File: src/rtl/keypad_pkg.sv
// Shared types, key codes and frame classification for the keypad front-end.
package keypad_pkg;

  typedef enum logic [1:0] {S_IDLE, S_CONFIRM, S_HELD, S_RELEASE} state_t;
  typedef enum logic [1:0] {F_NONE, F_SINGLE, F_MULTI} fclass_t;

  typedef struct packed {
    fclass_t    cls;
    logic [3:0] code;
  } frame_info_t;

  localparam logic [3:0] KEY_STAR  = 4'd10;
  localparam logic [3:0] KEY_SHARP = 4'd11;

  // Frame bit (row*3+col) to key code. Rows: 1 2 3 / 4 5 6 / 7 8 9 / * 0 #
  localparam logic [11:0][3:0] KEY_MAP = {KEY_SHARP, 4'd0, KEY_STAR,
                                          4'd9, 4'd8, 4'd7,
                                          4'd6, 4'd5, 4'd4,
                                          4'd3, 4'd2, 4'd1};

  // Count pressed bits; report the key code only when exactly one is set.
  function automatic frame_info_t classify(input logic [11:0] frame);
    frame_info_t info;
    int unsigned n;
    info.cls  = F_NONE;
    info.code = 4'd0;
    n = 0;
    for (int i = 0; i < 12; i++) begin
      if (frame[i]) begin
        n++;
        info.code = KEY_MAP[i];
      end
    end
    if (n == 1)     info.cls = F_SINGLE;
    else if (n > 1) info.cls = F_MULTI;
    return info;
  endfunction

endpackage

File: src/rtl/keypad_scan_timer.sv
// Row scanner: dwell timer, registered row drive, column synchronizer and
// assembly of the 12-bit pressed vector for one full scan.
module keypad_scan_timer
  import keypad_pkg::*;
#(
  parameter int SCAN_DIV = 50000
) (
  input  logic        clk,
  input  logic        rst,
  input  logic [2:0]  col_n,
  output logic [3:0]  row_n,
  output logic [11:0] frame,
  output logic        frame_done
);

  localparam int CW = (SCAN_DIV > 1) ? $clog2(SCAN_DIV) : 1;
  localparam logic [CW-1:0] LAST = CW'(SCAN_DIV - 1);

  logic [CW-1:0] dwell;
  logic [1:0]    row;
  logic [2:0]    col_meta, col_sync;
  logic [8:0]    rows_buf;
  logic          last;

  assign last       = (dwell == LAST);
  assign frame_done = last && (row == 2'd3);
  // Row 3 is taken straight from the synchronizer on the frame_done cycle.
  assign frame      = {~col_sync, rows_buf};

  // Two-flop synchronizer; released columns read high through the pull-ups.
  always_ff @(posedge clk or posedge rst) begin
    if (rst) begin
      col_meta <= '1;
      col_sync <= '1;
    end else begin
      col_meta <= col_n;
      col_sync <= col_meta;
    end
  end

  // Dwell counter; on its last cycle step to the next row and drive it low.
  always_ff @(posedge clk or posedge rst) begin
    if (rst) begin
      dwell <= '0;
      row   <= 2'd0;
      row_n <= 4'b1110;
    end else if (last) begin
      dwell <= '0;
      row   <= row + 2'd1;
      row_n <= ~(4'b0001 << (row + 2'd1));
    end else begin
      dwell <= dwell + CW'(1);
    end
  end

  // Hold rows 0..2 until the row-3 sample completes the frame.
  always_ff @(posedge clk or posedge rst) begin
    if (rst) rows_buf <= '0;
    else if (last && row != 2'd3) rows_buf[row*3 +: 3] <= ~col_sync;
  end

endmodule

File: src/rtl/keypad_scan_debounce.sv
// Keypad front-end: frame debounce FSM and registered key outputs.
module keypad_scan_debounce
  import keypad_pkg::*;
#(
  parameter int SCAN_DIV        = 50000,
  parameter int DEBOUNCE_FRAMES = 4
) (
  input  logic       clk,
  input  logic       rst,
  input  logic [2:0] col_n,
  output logic [3:0] row_n,
  output logic [9:0] d,
  output logic       sharp,
  output logic       star,
  output logic       key_valid,
  output logic [3:0] key_code,
  output logic       key_press
);

  localparam int CW = $clog2(DEBOUNCE_FRAMES + 1);
  localparam logic [CW-1:0] DF  = CW'(DEBOUNCE_FRAMES);
  localparam logic [CW-1:0] ONE = CW'(1);

  logic [11:0]   frame;
  logic          frame_done;
  frame_info_t   info;
  state_t        state, state_d;
  logic [3:0]    cand, cand_d;
  logic [CW-1:0] cnt, cnt_d, cnt_inc;
  logic          acc, rel, same;
  logic [9:0]    d_d;
  logic          sharp_d, star_d, valid_d, press_d;
  logic [3:0]    code_d;

  keypad_scan_timer #(.SCAN_DIV(SCAN_DIV)) u_scan (
    .clk        (clk),
    .rst        (rst),
    .col_n      (col_n),
    .row_n      (row_n),
    .frame      (frame),
    .frame_done (frame_done)
  );

  assign info    = classify(frame);
  assign same    = (info.cls == F_SINGLE) && (info.code == cand);
  assign cnt_inc = (cnt == DF) ? cnt : cnt + ONE;

  // State, debounce counter and registered outputs.
  always_ff @(posedge clk or posedge rst) begin
    if (rst) begin
      state     <= S_IDLE;
      cand      <= 4'd0;
      cnt       <= '0;
      d         <= '0;
      sharp     <= 1'b0;
      star      <= 1'b0;
      key_valid <= 1'b0;
      key_code  <= 4'd0;
      key_press <= 1'b0;
    end else begin
      state     <= state_d;
      cand      <= cand_d;
      cnt       <= cnt_d;
      d         <= d_d;
      sharp     <= sharp_d;
      star      <= star_d;
      key_valid <= valid_d;
      key_code  <= code_d;
      key_press <= press_d;
    end
  end

  // Next state: only a completed frame moves the debouncer.
  always_comb begin
    state_d = state;
    cand_d  = cand;
    cnt_d   = cnt;
    acc     = 1'b0;
    rel     = 1'b0;
    if (frame_done) begin
      case (state)
        S_IDLE: begin
          if (info.cls == F_SINGLE) begin
            cand_d = info.code;
            cnt_d  = ONE;
            if (ONE == DF) begin
              acc     = 1'b1;
              state_d = S_HELD;
            end else begin
              state_d = S_CONFIRM;
            end
          end
        end
        S_CONFIRM: begin
          if (same) begin
            cnt_d = cnt_inc;
            if (cnt_inc == DF) begin
              acc     = 1'b1;
              state_d = S_HELD;
            end
          end else if (info.cls == F_SINGLE) begin
            cand_d = info.code;
            cnt_d  = ONE;
          end else begin
            state_d = S_IDLE;
          end
        end
        S_HELD: begin
          if (!same) begin
            cnt_d = ONE;
            if (ONE == DF) begin
              rel     = 1'b1;
              state_d = S_IDLE;
            end else begin
              state_d = S_RELEASE;
            end
          end
        end
        S_RELEASE: begin
          if (same) begin
            state_d = S_HELD;
          end else begin
            cnt_d = cnt_inc;
            if (cnt_inc == DF) begin
              rel     = 1'b1;
              state_d = S_IDLE;
            end
          end
        end
        default: state_d = S_IDLE;
      endcase
    end
  end

  // Output values: set one-hot on accept, clear on release, otherwise hold.
  always_comb begin
    d_d     = d;
    sharp_d = sharp;
    star_d  = star;
    valid_d = key_valid;
    code_d  = key_code;
    press_d = 1'b0;
    if (acc) begin
      d_d     = (cand_d <= 4'd9) ? (10'd1 << cand_d) : 10'd0;
      sharp_d = (cand_d == KEY_SHARP);
      star_d  = (cand_d == KEY_STAR);
      valid_d = 1'b1;
      code_d  = cand_d;
      press_d = 1'b1;
    end else if (rel) begin
      d_d     = '0;
      sharp_d = 1'b0;
      star_d  = 1'b0;
      valid_d = 1'b0;
      code_d  = 4'd0;
    end
  end

endmodule

File: config.mk
export PLATFORM = sky130hd
export DESIGN_NAME = keypad_scan_debounce
export DESIGN_NICKNAME = d
export VERILOG_FILES = /design/src/rtl/keypad_pkg.sv /design/src/rtl/keypad_scan_timer.sv /design/src/rtl/keypad_scan_debounce.sv
export SDC_FILE = /design/constraint.sdc
export NUM_CORES = 1
export LEC_CHECK = 0
export CORE_MARGIN = 1
export CORE_UTILIZATION = 25
export CTS_CLUSTER_DIAMETER = 60
export DETAILED_ROUTE_END_ITERATION = 10
export DONT_BUFFER_PORTS = 1
export GPL_ROUTABILITY_DRIVEN = 0
export PLACE_DENSITY = 0.42
export SYNTH_ARGS = -nofsm -noshare
export SYNTH_HDL_FRONTEND = slang
export SYNTH_HIERARCHICAL = 1
export SYNTH_SLANG_ARGS = --single-unit
export TNS_END_PERCENT = 50
File: constraint.sdc
create_clock -name clk -period 12.9 [get_ports clk]
set_input_delay 0.645 -clock clk [delete_from_list [all_inputs] [get_ports clk]]
set_output_delay 0.645 -clock clk [all_outputs]
set_load 0.02 [all_outputs]
# == Word-level counts from Yosys, hierarchy flattened ==
# Index checks and enable logic that the tools add are counted.
# W data, S select, Z words.
# totals
reg_bits,64
latch_bits,0
mem_bits_rw,0
mem_bits_ro,0
input_bits,5
out_inout_bits,22
wordCells,128
n_memories,0
# classes
n_addsub,15
mul,1
div,0
magnitude_cmp,2
n_eq_ne,19
shifts,4
mux,63
n_bitwise,2
n_reduce_logical,7
# ops
operator,n
$add A32 B1 Y32 const B,11
$mux W32,11
$mux W4,16
$neg A4 Y34,1
$shift A3 B34 Y9 const A,1
$shiftx A3 B34 Y9,1
$eq A32 B1 Y1 const B,1
$gt A32 B1 Y1 const B,1
$mux W10,3
$mux W2,9
$add A16 B1 Y16 const B,1
$eq A16 B16 Y1 const B,1
$mux W16,1
$mux W3,5
$mux W1,14
$pmux W3 S4,1
$shl A1 B4 Y10 const A,1
$bwmux W9,1
$ne A3 B3 Y1 const B,3
$eq A4 B4 Y1 const B,2
$ne A2 B2 Y1 const B,4
$pmux W2 S4,1
$pmux W4 S2,1
$eq A2 B2 Y1 const B,3
15 further kinds,19

# == Depth between registers and ports, before layout ==
# Gate-level depths: netlist of run 1.
# depth
ltp_word,34
mapped_depth,40
ltp_nobuf,39

# == Hierarchy ==
# Netlist of run 1, hierarchy kept.
# by_module_without_submodules
mod,n_inst,cells_each,area_per_inst_um2,seq_area_each_um2
keypad_scan_debounce,1,315,2790.2,675.6
keypad_scan_timer,1,137,1694.1,937.1

# == Least setup slack after synthesis of run 1 ==
# OpenSTA, ideal clock, no wires.
# synth_timing
path_kind,register to register
from,reg u_scan.rows_buf[0]
to,reg key_code[0]
setup_time_ps,121
arrival_time_ps,7193
required_time_ps,12779
path_slack_ps,5586
path_stages_with_launch,39
path_buffers,0
synth_period_minus_slack_ps,7314
cell_sequence,dfrtp_1 > inv_1 > ha_1 > xor2_1 > ha_1 > nand2_1 > o31ai_1 > ha_1 > mux2_2 > ha_1 > nand2_1 > o31a_1 > nand2_1 > ha_1 > nand2b_1 > o21a_1 > ha_1 > nand2b_1 > [3 not listed] > nand2_1 > nand2_1 > ha_1 > inv_1 > o2bb2ai_1 > inv_1 > ha_1 > nand2_1 > o21ai_0 > ha_1 > xor2_1 > nor4b_1 > nor2_1 > a31oi_1 > nand2_1 > a211oi_4 > mux2_4 > a22o_1
# synth_via
elab_chain_len,32
elab_cells_between_ends,54
cone_classes,add/sub: 11; order compare: 1; eq/ne: 3; mux: 37; reduce/logical: 2
# synth_rtl
item,line_no,source
from (decl),keypad_scan_timer.sv:22,logic [8:0] rows_buf;
"from (signal, indexed assignment)",keypad_scan_timer.sv:59,else if (last && row != 2'd3) rows_buf[row*3 +: 3] <= ~col_sync;
$mux W1,keypad_pkg.sv:29,if (frame[i]) begin
$add A32 B1 Y32,keypad_pkg.sv:30,n++;
$mux W32,keypad_pkg.sv:29,
$add A32 B1 Y32,keypad_pkg.sv:30,
$mux W32,keypad_pkg.sv:29,
$add A32 B1 Y32,keypad_pkg.sv:30,
$mux W32,keypad_pkg.sv:29,
$add A32 B1 Y32,keypad_pkg.sv:30,
[17 not listed],n/a,
$mux W2,keypad_pkg.sv:34,if (n == 1) info.cls = F_SINGLE;
$eq A2 B1 Y1,"keypad_scan_debounce.sv:45, keypad_scan_debounce.sv:83, keypad_scan_debounce.sv:101",
$mux W4 or $logic_and A1 B1 Y1 (tied branches),"keypad_scan_debounce.sv:83, keypad_scan_debounce.sv:101, keypad_scan_debounce.sv:45",
$mux W4,keypad_scan_debounce.sv:95,if (same) begin
$pmux W4 S2 (*),keypad_scan_debounce.sv:81,case (state)
$mux W4 (*),keypad_scan_debounce.sv:80,if (frame_done) begin
net cand_d[0],keypad_scan_debounce.sv:28,"logic [3:0] cand, cand_d;"
$mux W4 (*),keypad_scan_debounce.sv:143,if (acc) begin
to (signal assigned),keypad_scan_debounce.sv:68,key_code <= code_d;
to (decl),keypad_scan_debounce.sv:16,"output logic [3:0] key_code,"
# Mark *: on every way through the listed nets, which the timed path passes. The rest lies on a longest branch.
# A chain may end at the register's enable or synchronous reset.

# == Final worst setup path of run 1 ==
# Ends and elaborated chain as after synthesis.

==> results of run 1 <==
flip-flops by register name (all words and copies together) (netlist names), named ones only:
| register | cells |
|---|---|
| u_scan/dwell | 16 |
| sharp | 1 |
| u_scan/row_n | 4 |
| key_press | 1 |
| u_scan/row | 2 |
| u_scan/col_sync | 3 |
| d | 10 |
| cand | 4 |
| state | 1 |
| star | 1 |
| u_scan/rows_buf | 9 |
| u_scan/col_meta | 3 |
| cnt | 3 |
| key_valid | 1 |
| key_code | 4 |
logic make-up after synthesis:
kind of cell	share of synthesized area
multiplexers	0.06166
adder cells (fa/ha/maj)	0.05859
AO/OA/AOI/OAI	0.1535
AND/OR/NAND/NOR	0.2210
XOR/XNOR	0.1088
flip-flops	0.3597
buffers and inverters	0.03683
placed cells by master (no fill, tap or decap), types with 4 or more instances in the layout:
| master | synthesis | routed |
|---|---|---|
| a211oi_1 | 4 | 4 |
| a21o_1 | 4 | 4 |
| a21oi_1 | 9 | 9 |
| a22o_1 | 4 | 4 |
| a32o_1 | 5 | 5 |
| and2_1 | 4 | 4 |
| and3_1 | 7 | 7 |
| and4_1 | 4 | 4 |
| clkbuf_16 | 0 | 9 |
| dfrtp_1 | 55 | 55 |
| dfstp_2 | 9 | 9 |
| ha_1 | 21 | 21 |
| inv_1 | 19 | 19 |
| mux2_2 | 10 | 10 |
| mux2_4 | 4 | 4 |
| mux2i_1 | 7 | 7 |
| nand2_1 | 42 | 42 |
| nand2b_1 | 9 | 9 |
| nand3_1 | 15 | 15 |
| nand3b_1 | 4 | 4 |
| nand4_1 | 6 | 6 |
| nor2_1 | 31 | 31 |
| nor2b_1 | 4 | 4 |
| nor3_1 | 9 | 9 |
| nor4_1 | 5 | 5 |
| nor4b_1 | 8 | 8 |
| o21a_1 | 4 | 4 |
| o21ai_0 | 13 | 13 |
| o2bb2ai_1 | 9 | 9 |
| or2_2 | 4 | 4 |
| xnor2_1 | 19 | 19 |
| xnor3_1 | 7 | 7 |
| xor2_1 | 15 | 15 |
final timing paths:
check,start,to,slack (ns),cells past startpoint
max,u_scan/rows_buf[0],key_code[0],4.75,38
min,rst,u_scan/dwell[8],0.31,2
max reg2reg,u_scan/rows_buf[0],key_code[0],4.75,38
min reg2reg,u_scan/col_meta[1],u_scan/col_sync[1],0.36,0
max in group asynchronous,rst,asynchronous set/reset pin,11.80,1
min in group clk,col_n[1],u_scan/col_meta[1],0.31,0
layout make-up:
| type | count | area [sq um] |
|---|---|---|
| Tap cell | 225 | 281.5 |
| Multi-Input combinational cell | 349 | 2706 |
| Clock buffer | 10 | 239.0 |
| Clock inverter | 6 | 90.09 |
| Sequential cell | 64 | 1613 |
| Fill cell | 1827 | 12400 |
| Inverter | 21 | 80.08 |
| Timing Repair Buffer | 1 | 7.507 |
power by group:
part / total [W] / leakage [nW] / switching (W) / internal, W
logic: 0.0000155 / 1.15 / 0.0000109 / 0.00000462
clock network: 0.000265 / 0.159 / 0.0000900 / 0.000175
registers: 0.000204 / 0.848 / 0.000000900 / 0.000203
total: 0.000484 / 2.16 / 0.000102 / 0.000382
routing by layer:
layer	global-route usage	vias up	wire (um)
li1	-	1651	-
met3	0.02274	6	384
met4	0.03951	0	108
met1	0.1573	1543	4916
met2	0.1806	47	4513
met5	0	-	0
through the flow:
stage          hold slack (ns)    util  std cells
3_3_place_gp            0.3480  0.2692        660
6_report                0.3067  0.2881        676
3_5_place_dp            0.3472  0.2692        660
4_1_cts                 0.2942  0.2881        676
5_1_grt                 0.2872  0.2881        676
2_1_floorplan           0.3452       -        452
==> results.py, run 1 <==
metrics = {
    "final_layout": {
        "antenna_cells": 0,
        "finalNetCount": 472,
        "drive_above_1_share": 0.1441,
        "final_cell_area_sq_um": 5017,
        "area_growth_pct": 11.89,
    },
    "clock_network": {
        "h-tree-depth": 3,
        "post_cts_buffers": 0,
        "hold_buffers": 0,
        "cts_tree": "built",
        "cts_buffers": 9,
        "cts_resized": 0,
        "cts_sinks": 64,
        "clock_tree.buffer_depth": 2,
        "path_clk_slew_ns": 0.06,
        "clockRootBuffer": "clkbuf_16",
        "clock_latency_ns": 0.33,
    },
    "flow_run": {
        "drv_cap": 0,
    },
    "place": {
        "pre_cts_ws_ns": 4.762,
        "dp_hpwl_mm": 7.317,
        "dpl_cell_area_sq_um": 4688,
        "port-buffer-count": 0,
    },
    "power": {
        "p_per_area_nw_per_um2": 96.45,
        "leakage_nw": 2.157,
        "vdd_drop_max_mv": 0.08394,
        "p_total_w": 0.0004839,
    },
    "timing": {
        "fmax_mhz": 122.7,
        "timing.slew.headroom": 0.3033,
        "period_share": 0.6319,
        "min_period_ns": 8.152,
        "worstMarginPinSlew_ns": 1.044,
        "finalSetupTns_ns": 0,
        "fin_skew_ns": 0.009808,
        "rsz0062_at_grt": "no",
        "timing.final.ws_setup_ns": 4.748,
        "setup_viol": 0,
        "slew_viol_final": 0,
        "hold_viol_final": 0,
    },
    "global_route": {
        "grt_overflow": 0,
        "grt_max_degree": 38,
        "grt_pass1_vias": 3273,
        "grt_usage": 0.1153,
        "grt_pass1_wl_mm": 16.88,
        "antenna_found_initial": 0,
    },
    "drt": {
        "route.detailed.drc": 0,
        "viasPerCell": 4.803,
        "wl_per_cell_um": 14.68,
        "dr_total_vias": 3247,
        "first_pass_iters": 4,
        "initialDrtViolationCount": 158,
        "route.final.wire_length_mm": 9.922,
        "drtAntennaViolNets": 0,
    },
    "status": {
        "outcome": "complete, no violations",
    },
    "logic_synthesis": {
        "netlist_instances": 452,
        "ys_types": 81,
        "synth_top_area_frac": 0.3069,
        "yosysTopAreaCell": "dfrtp_1",
        "async_reset_ff_frac": 1.000,
        "syn_area_sq_um": 4484,
        "synth_nets": 478,
        "synthTopCellsByArea": "dfrtp_1, ha_1, dfstp_2",
        "synth_seq_cells": 64,
        "synthTopCellsByCount": "dfrtp_1, nand2_1, nor2_1",
        "ys_seq_area_frac": 0.3597,
        "synth-edff-count": 0,
        "yosysWarnings": 6,
        "synth_most_common_cell": "dfrtp_1",
        "syn_avg_cell_area_sq_um": 9.921,
        "synth_flop_cell": "dfrtp_1",
    },
    "floorplanning": {
        "die_h_um": 135.9,
        "core_sq_um": 17420,
        "io_pins": 27,
        "die_w_um": 135.9,
        "start_util": 0.2575,
        "rows": 48,
        "die_area_sq_um": 18480,
    },
    "worst_setup_path": {
        "crit_path_frequent_cell": "ha_1",
        "crit_path_end_kind": "flip-flop",
        "crit_type": "reg2reg",
        "critical_path_buf_inv_count": 3,
        "path_delay_family": "adder cells",
        "start_kind": "flip-flop",
        "cp_slowest_cell": "a211oi_4",
        "worst_ep_required_time_ns": 13.11,
        "slowest_delay_ns": 0.57,
        "worstPathMaxFanout": 8,
        "worstPathArrival_ns": 8.36,
    },
    "min_path": {
        "hp-class": "in2async",
    },
}
Note: power is estimated with default switching activity, not from simulation.
==> inputs of run 2 (changes only) <==
--- a/config.mk
+++ b/config.mk
@@ -11,7 +11,7 @@
 export DETAILED_ROUTE_END_ITERATION = 10
 export DONT_BUFFER_PORTS = 1
 export GPL_ROUTABILITY_DRIVEN = 0
-export PLACE_DENSITY = 0.42
+export PLACE_DENSITY = 0.44
 export SYNTH_ARGS = -nofsm -noshare
 export SYNTH_HDL_FRONTEND = slang
 export SYNTH_HIERARCHICAL = 1
==> constraint.sdc (replaced) <==
create_clock -name clk -period 6.6 [get_ports clk]
set_input_delay 0.33 -clock clk [delete_from_list [all_inputs] [get_ports clk]]
set_output_delay 0.33 -clock clk [all_outputs]
set_load 0.02 [all_outputs]
==> results.py, run 2 (synthesis results as in run 1) <==
metrics = {
    "worst_setup_path": {
        "crit_type": "reg2reg",
        "timing.rr.start": "u_scan/rows_buf[1]",
        "worstPathArrival_ns": 7.19,
        "r2r_cells": 40,
        "crit_path_frequent_cell": "nand2_2",
        "reg2reg_slack_ns": -0.38,
        "slowest_delay_ns": 0.40,
        "start_kind": "flip-flop",
        "r2r_end": "key_code[1]",
        "crit_path_end_kind": "flip-flop",
        "cp_slowest_cell": "dfrtp_1",
        "worstPathMaxFanout": 7,
        "worst_ep_required_time_ns": 6.81,
    },
    "clock_network": {
        "clockRootBuffer": "clkbuf_16",
        "h-tree-depth": 3,
        "clock_tree.buffer_depth": 2,
        "cts_sinks": 64,
        "clock_latency_ns": 0.33,
        "path_clk_slew_ns": 0.06,
        "cts_tree": "built",
        "cts_buffers": 9,
    },
    "power": {
        "p_per_area_nw_per_um2": 165.4,
        "leakage_nw": 2.637,
        "vdd_drop_max_mv": 0.1642,
    },
    "floorplanning": {
        "start_util": 0.2575,
        "die_area_sq_um": 18480,
        "rows": 48,
        "die_w_um": 135.9,
        "die_h_um": 135.9,
        "io_pins": 27,
        "core_sq_um": 17420,
    },
    "place": {
        "dp_hpwl_mm": 7.716,
        "port-buffer-count": 0,
    },
    "timing": {
        "setup_viol": 26,
        "worstMarginPinSlew_ns": 1.044,
        "whs_ns": -0.004336,
        "slew_viol_final": 0,
        "fmax_mhz": 143.3,
        "period_share": 1.057,
        "timing.slew.headroom": 0.3033,
        "rsz0062_at_grt": "yes",
        "timing.final.ws_setup_ns": -0.3788,
        "fin_skew_ns": 0.007145,
        "min_period_ns": 6.979,
        "finalSetupTns_ns": -7.519,
        "hold_viol_final": 6,
    },
    "status": {
        "outcome": "complete, but fails checks",
        "violations": "negative hold slack, negative setup slack",
    },
    "drt": {
        "viasPerCell": 4.820,
        "first_pass_iters": 4,
        "dr_total_vias": 3639,
        "initialDrtViolationCount": 212,
        "route.detailed.drc": 0,
        "drtAntennaViolNets": 0,
        "route.final.wire_length_mm": 10.79,
        "wl_per_cell_um": 14.29,
    },
    "final_layout": {
        "finalNetCount": 551,
        "top_regs": "u_scan/dwell x16, d x10, u_scan/rows_buf x9",
        "area_growth_pct": 34.91,
        "fillers": 1745,
        "drive_above_1_share": 0.3623,
        "largest_register_ffs": 16,
        "antenna_cells": 0,
        "final_common_cell": "buf_4",
        "most-common-layout-cells": "buf_4, dfrtp_1, nand2_1",
        "largest-register": "u_scan/dwell",
    },
    "global_route": {
        "grt_overflow": 0,
        "grt_max_degree": 38,
        "grt_pass1_vias": 3654,
        "grt_usage": 0.1224,
        "antenna_found_initial": 0,
        "grt_pass1_wl_mm": 18.05,
    },
    "min_path": {
        "hp-class": "in2async",
    },
    "flow_run": {
        "drv_cap": 0,
    },
}
==> run 2: cell count changes in the layout (fill, tap and decap cells not counted), moves of 7 or more <==
cell,change
nand2_1,-11
ha_1,-7
o2bb2ai_1,-8
buf_4,+68
nand2_2,+10
==> run 2: what timing repair did <==
item                       4_1_cts  5_1_grt
gates resized for setup         23       35
cloned                           1        0
hold buffers                     3        0
setup endpoints to repair       27       27
hold endpoints to repair         3        0
pin swaps                       23        3
buffers inserted                14        9
==> run 2: metrics by stage <==
step | util | area, sq um | setup WS, ns | power, W | instances
4_1_cts | 0.3340 | 5817 | -0.4024 | 0.001012 | 746
3_5_place_dp | 0.2986 | 5201 | -0.7611 | 0.0004416 | 713
2_1_floorplan | - | 4571 | -0.4685 | 0.0004284 | 452
5_1_grt | 0.3473 | 6050 | -0.7331 | 0.001034 | 755
6_report | 0.3473 | 6050 | -0.3788 | 0.001000 | 755
3_3_place_gp | 0.2986 | 5201 | -0.6453 | 0.0004410 | 713
==> run 2: routing by layer <==
metal	up-vias	global-route usage	wire length (um)
met5	-	0	0
met4	0	0.04074	142
met3	9	0.01864	386
met2	64	0.2035	5216
met1	1754	0.1615	5046
li1	1812	-	-
==> run 2: worst max-delay path by stage <==
stage,start,to,slack [ns],depth (start not counted)
floorplan,u_scan/rows_buf[1],key_code[0],-0.47,38
global placement,u_scan/rows_buf[0],d[5],-0.65,40
detailed placement,u_scan/rows_buf[0],d[9],-0.76,40
CTS,u_scan/rows_buf[1],key_code[0],-0.40,33
global route,u_scan/rows_buf[1],key_code[0],-0.73,39
finish,u_scan/rows_buf[1],key_code[1],-0.38,40
==> run 2: where the power goes <==
group	total, W	switching (W)	internal (W)
clock network	0.000558	0.000177	0.000381
registers	0.000398	0.00000162	0.000396
logic	0.0000450	0.0000269	0.0000180
total	0.00100	0.000205	0.000795
==> run 2: cell type report <==
cell class                 count  area, sq um  area share
multi-input combinational    349         3037      0.5020
sequential                    64         1613      0.2666
timing repair buffer          80        681.9      0.1127
tap                          225        281.5     0.04654
clock buffer                  10        239.0     0.03950
clock inverter                 6        115.1     0.01903
inverter                      21        82.58     0.01365
==> run 2: worst max-delay path: cells and delay by family (launching register included) <==
| family | cells | cell delay (ns) |
|---|---|---|
| adders and majority gates | 10 | 2.53 |
| DFF | 1 | 0.40 |
| AOI/OAI and AO/OA | 11 | 1.50 |
| muxes | 1 | 0.29 |
| and+or+nand+nor | 11 | 1.31 |
| buffers and inverters | 5 | 0.49 |
| xor gates and xnor gates | 2 | 0.34 |
==> inputs of run 3 (changes only) <==
--- a/config.mk
+++ b/config.mk
@@ -12,6 +12,7 @@
 export DONT_BUFFER_PORTS = 1
 export GPL_ROUTABILITY_DRIVEN = 0
 export PLACE_DENSITY = 0.44
+export REMOVE_ABC_BUFFERS = 1
 export SYNTH_ARGS = -nofsm -noshare
 export SYNTH_HDL_FRONTEND = slang
 export SYNTH_HIERARCHICAL = 1
==> results.py, run 3 (synthesis results as in run 1) <==
metrics = {
    "timing": {
        "fin_skew_ns": 0.004825,
        "min_period_ns": 7.082,
        "timing.slew.headroom": 0.3109,
        "slew_viol_final": 0,
        "rsz0062_at_grt": "yes",
        "fmax_mhz": 141.2,
        "whs_ns": -0.0005336,
        "setup_viol": 27,
        "hold_viol_final": 1,
        "timing.final.ws_setup_ns": -0.4817,
        "period_share": 1.073,
        "worstMarginPinSlew_ns": 1.032,
    },
    "clock_network": {
        "cts_buffers": 9,
        "clock_latency_ns": 0.33,
        "path_clk_slew_ns": 0.06,
        "cts_tree": "built",
        "clockRootBuffer": "clkbuf_16",
        "cts_sinks": 64,
        "h-tree-depth": 3,
        "clock_tree.buffer_depth": 2,
    },
    "worst_setup_path": {
        "crit_type": "reg2reg",
        "slowest_delay_ns": 0.49,
        "r2r_cells": 39,
        "worst_ep_required_time_ns": 6.81,
        "start_kind": "flip-flop",
        "crit_path_frequent_cell": "buf_4",
        "reg2reg_slack_ns": -0.48,
        "worstPathArrival_ns": 7.29,
        "r2r_end": "key_code[0]",
        "cp_slowest_cell": "a2111oi_4",
        "worstPathMaxFanout": 5,
        "timing.rr.start": "u_scan/rows_buf[1]",
        "crit_path_end_kind": "flip-flop",
    },
    "floorplanning": {
        "start_util": 0.2575,
        "io_pins": 27,
        "core_sq_um": 17420,
        "die_w_um": 135.9,
        "rows": 48,
        "die_area_sq_um": 18480,
        "die_h_um": 135.9,
    },
    "power": {
        "vdd_drop_max_mv": 0.2454,
        "p_per_area_nw_per_um2": 156.5,
        "p_total_w": 0.0009845,
        "leakage_nw": 2.779,
    },
    "final_layout": {
        "utilization": 0.3612,
        "fillers": 1753,
        "most-common-layout-cells": "buf_4, dfrtp_1, nand2_1",
        "antenna_cells": 0,
        "largest-register": "u_scan/dwell",
        "area_growth_pct": 40.29,
        "top_regs": "u_scan/dwell x16, d x10, u_scan/rows_buf x9",
        "drive_above_1_share": 0.3936,
        "largest_register_ffs": 16,
        "final_common_cell": "buf_4",
        "final_cell_area_sq_um": 6291,
        "finalNetCount": 580,
    },
    "min_path": {
        "hp-class": "in2async",
    },
    "global_route": {
        "antenna_found_initial": 0,
        "use_met1": 0.1581,
        "grt_usage": 0.1272,
        "grt_pass1_wl_mm": 18.75,
        "grt_max_degree": 38,
        "use_met2": 0.2222,
        "grt_util_met3": 0.01715,
        "busiest_layer": "met2",
        "grt_pass1_vias": 3912,
        "grt_overflow": 0,
    },
    "status": {
        "violations": "negative hold slack, negative setup slack",
        "outcome": "complete, but fails checks",
    },
    "drt": {
        "wl_per_cell_um": 14.60,
        "drtAntennaViolNets": 0,
        "viasPerCell": 4.843,
        "route.final.wire_length_mm": 11.45,
        "route.detailed.drc": 0,
        "dr_total_vias": 3797,
        "initialDrtViolationCount": 222,
        "first_pass_iters": 6,
    },
    "place": {
        "dp_hpwl_mm": 7.717,
        "port-buffer-count": 0,
        "dpl_cell_area_sq_um": 5136,
    },
    "flow_run": {
        "drv_cap": 0,
    },
}
==> run 3: cell count changes in the layout (fill, tap and decap cells not counted), sizes merged <==
cell	before	now
buf	76	104
clkbuf	11	12
clkinv	3	4
inv	20	19
==> run 3: report_power, final <==
part	internal [W]	total (W)	switching (W)	leakage, nW
Sequential	0.000396	0.000398	0.00000155	0.848
Clock	0.000367	0.000539	0.000172	0.162
Combinational	0.0000205	0.0000474	0.0000269	1.77
Total	0.000784	0.000985	0.000200	2.78
==> run 3: stage by stage <==
step / instances / setup slack, ns / TNS (ns) / hold slack (ns)
floorplan: 434 / -0.7306 / -12.64 / 0.3345
finish: 784 / -0.4817 / -10.62 / -0.0005336
CTS: 776 / -0.5981 / -12.92 / 0.006414
detailed placement: 718 / -0.9871 / -22.14 / 0.3345
global route: 784 / -0.7813 / -18.91 / 0.05320
global placement: 718 / -0.6901 / -14.94 / 0.3346
==> run 3: area by class of cell <==
type	instances	area [sq um]	area share
well taps	225	281.5	0.04475
clock buffers	10	229.0	0.03640
multi-input cells	349	3064	0.4871
clock inverters	6	107.6	0.01710
inverters	21	80.08	0.01273
repair buffers	109	915.9	0.1456
flip-flops and latches	64	1613	0.2564
==> run 3: routing by layer <==
metal,vias up,wire [um]
met5,-,0
met4,0,205
met3,17,238
met2,38,5740
met1,1884,5265
li1,1858,-
==> run 3: worst max-delay path by stage <==
stage / start / to / slack [ns] / depth (start not counted)
2_1_floorplan: u_scan/rows_buf[0] / key_code[0] / -0.73 / 38
3_3_place_gp: u_scan/rows_buf[1] / key_code[2] / -0.69 / 39
3_5_place_dp: u_scan/rows_buf[1] / key_code[1] / -0.99 / 39
4_1_cts: u_scan/rows_buf[1] / key_code[0] / -0.60 / 38
5_1_grt: u_scan/rows_buf[1] / key_code[0] / -0.78 / 41
6_report: u_scan/rows_buf[1] / key_code[0] / -0.48 / 39
==> run 3: critical path, delay by kind of cell (launching register included) <==
family          cells  cell delay, ns
simple gates        4            0.38
mux                 3            0.94
compound gates      8            1.66
xor+xnor            1            0.19
flops               1            0.40
buf+inv            19            2.31
fa+ha+maj           4            1.06
==> run 3: repair_timing <==
action / 4_1_cts / 5_1_grt
pin swaps: 17 / 32
setup endpoints to repair: 27 / 27
hold endpoints to repair: 3 / 0
cloned: 0 / 2
resized for setup: 39 / 40
hold buffers: 3 / 0
setup buffers: 39 / 9
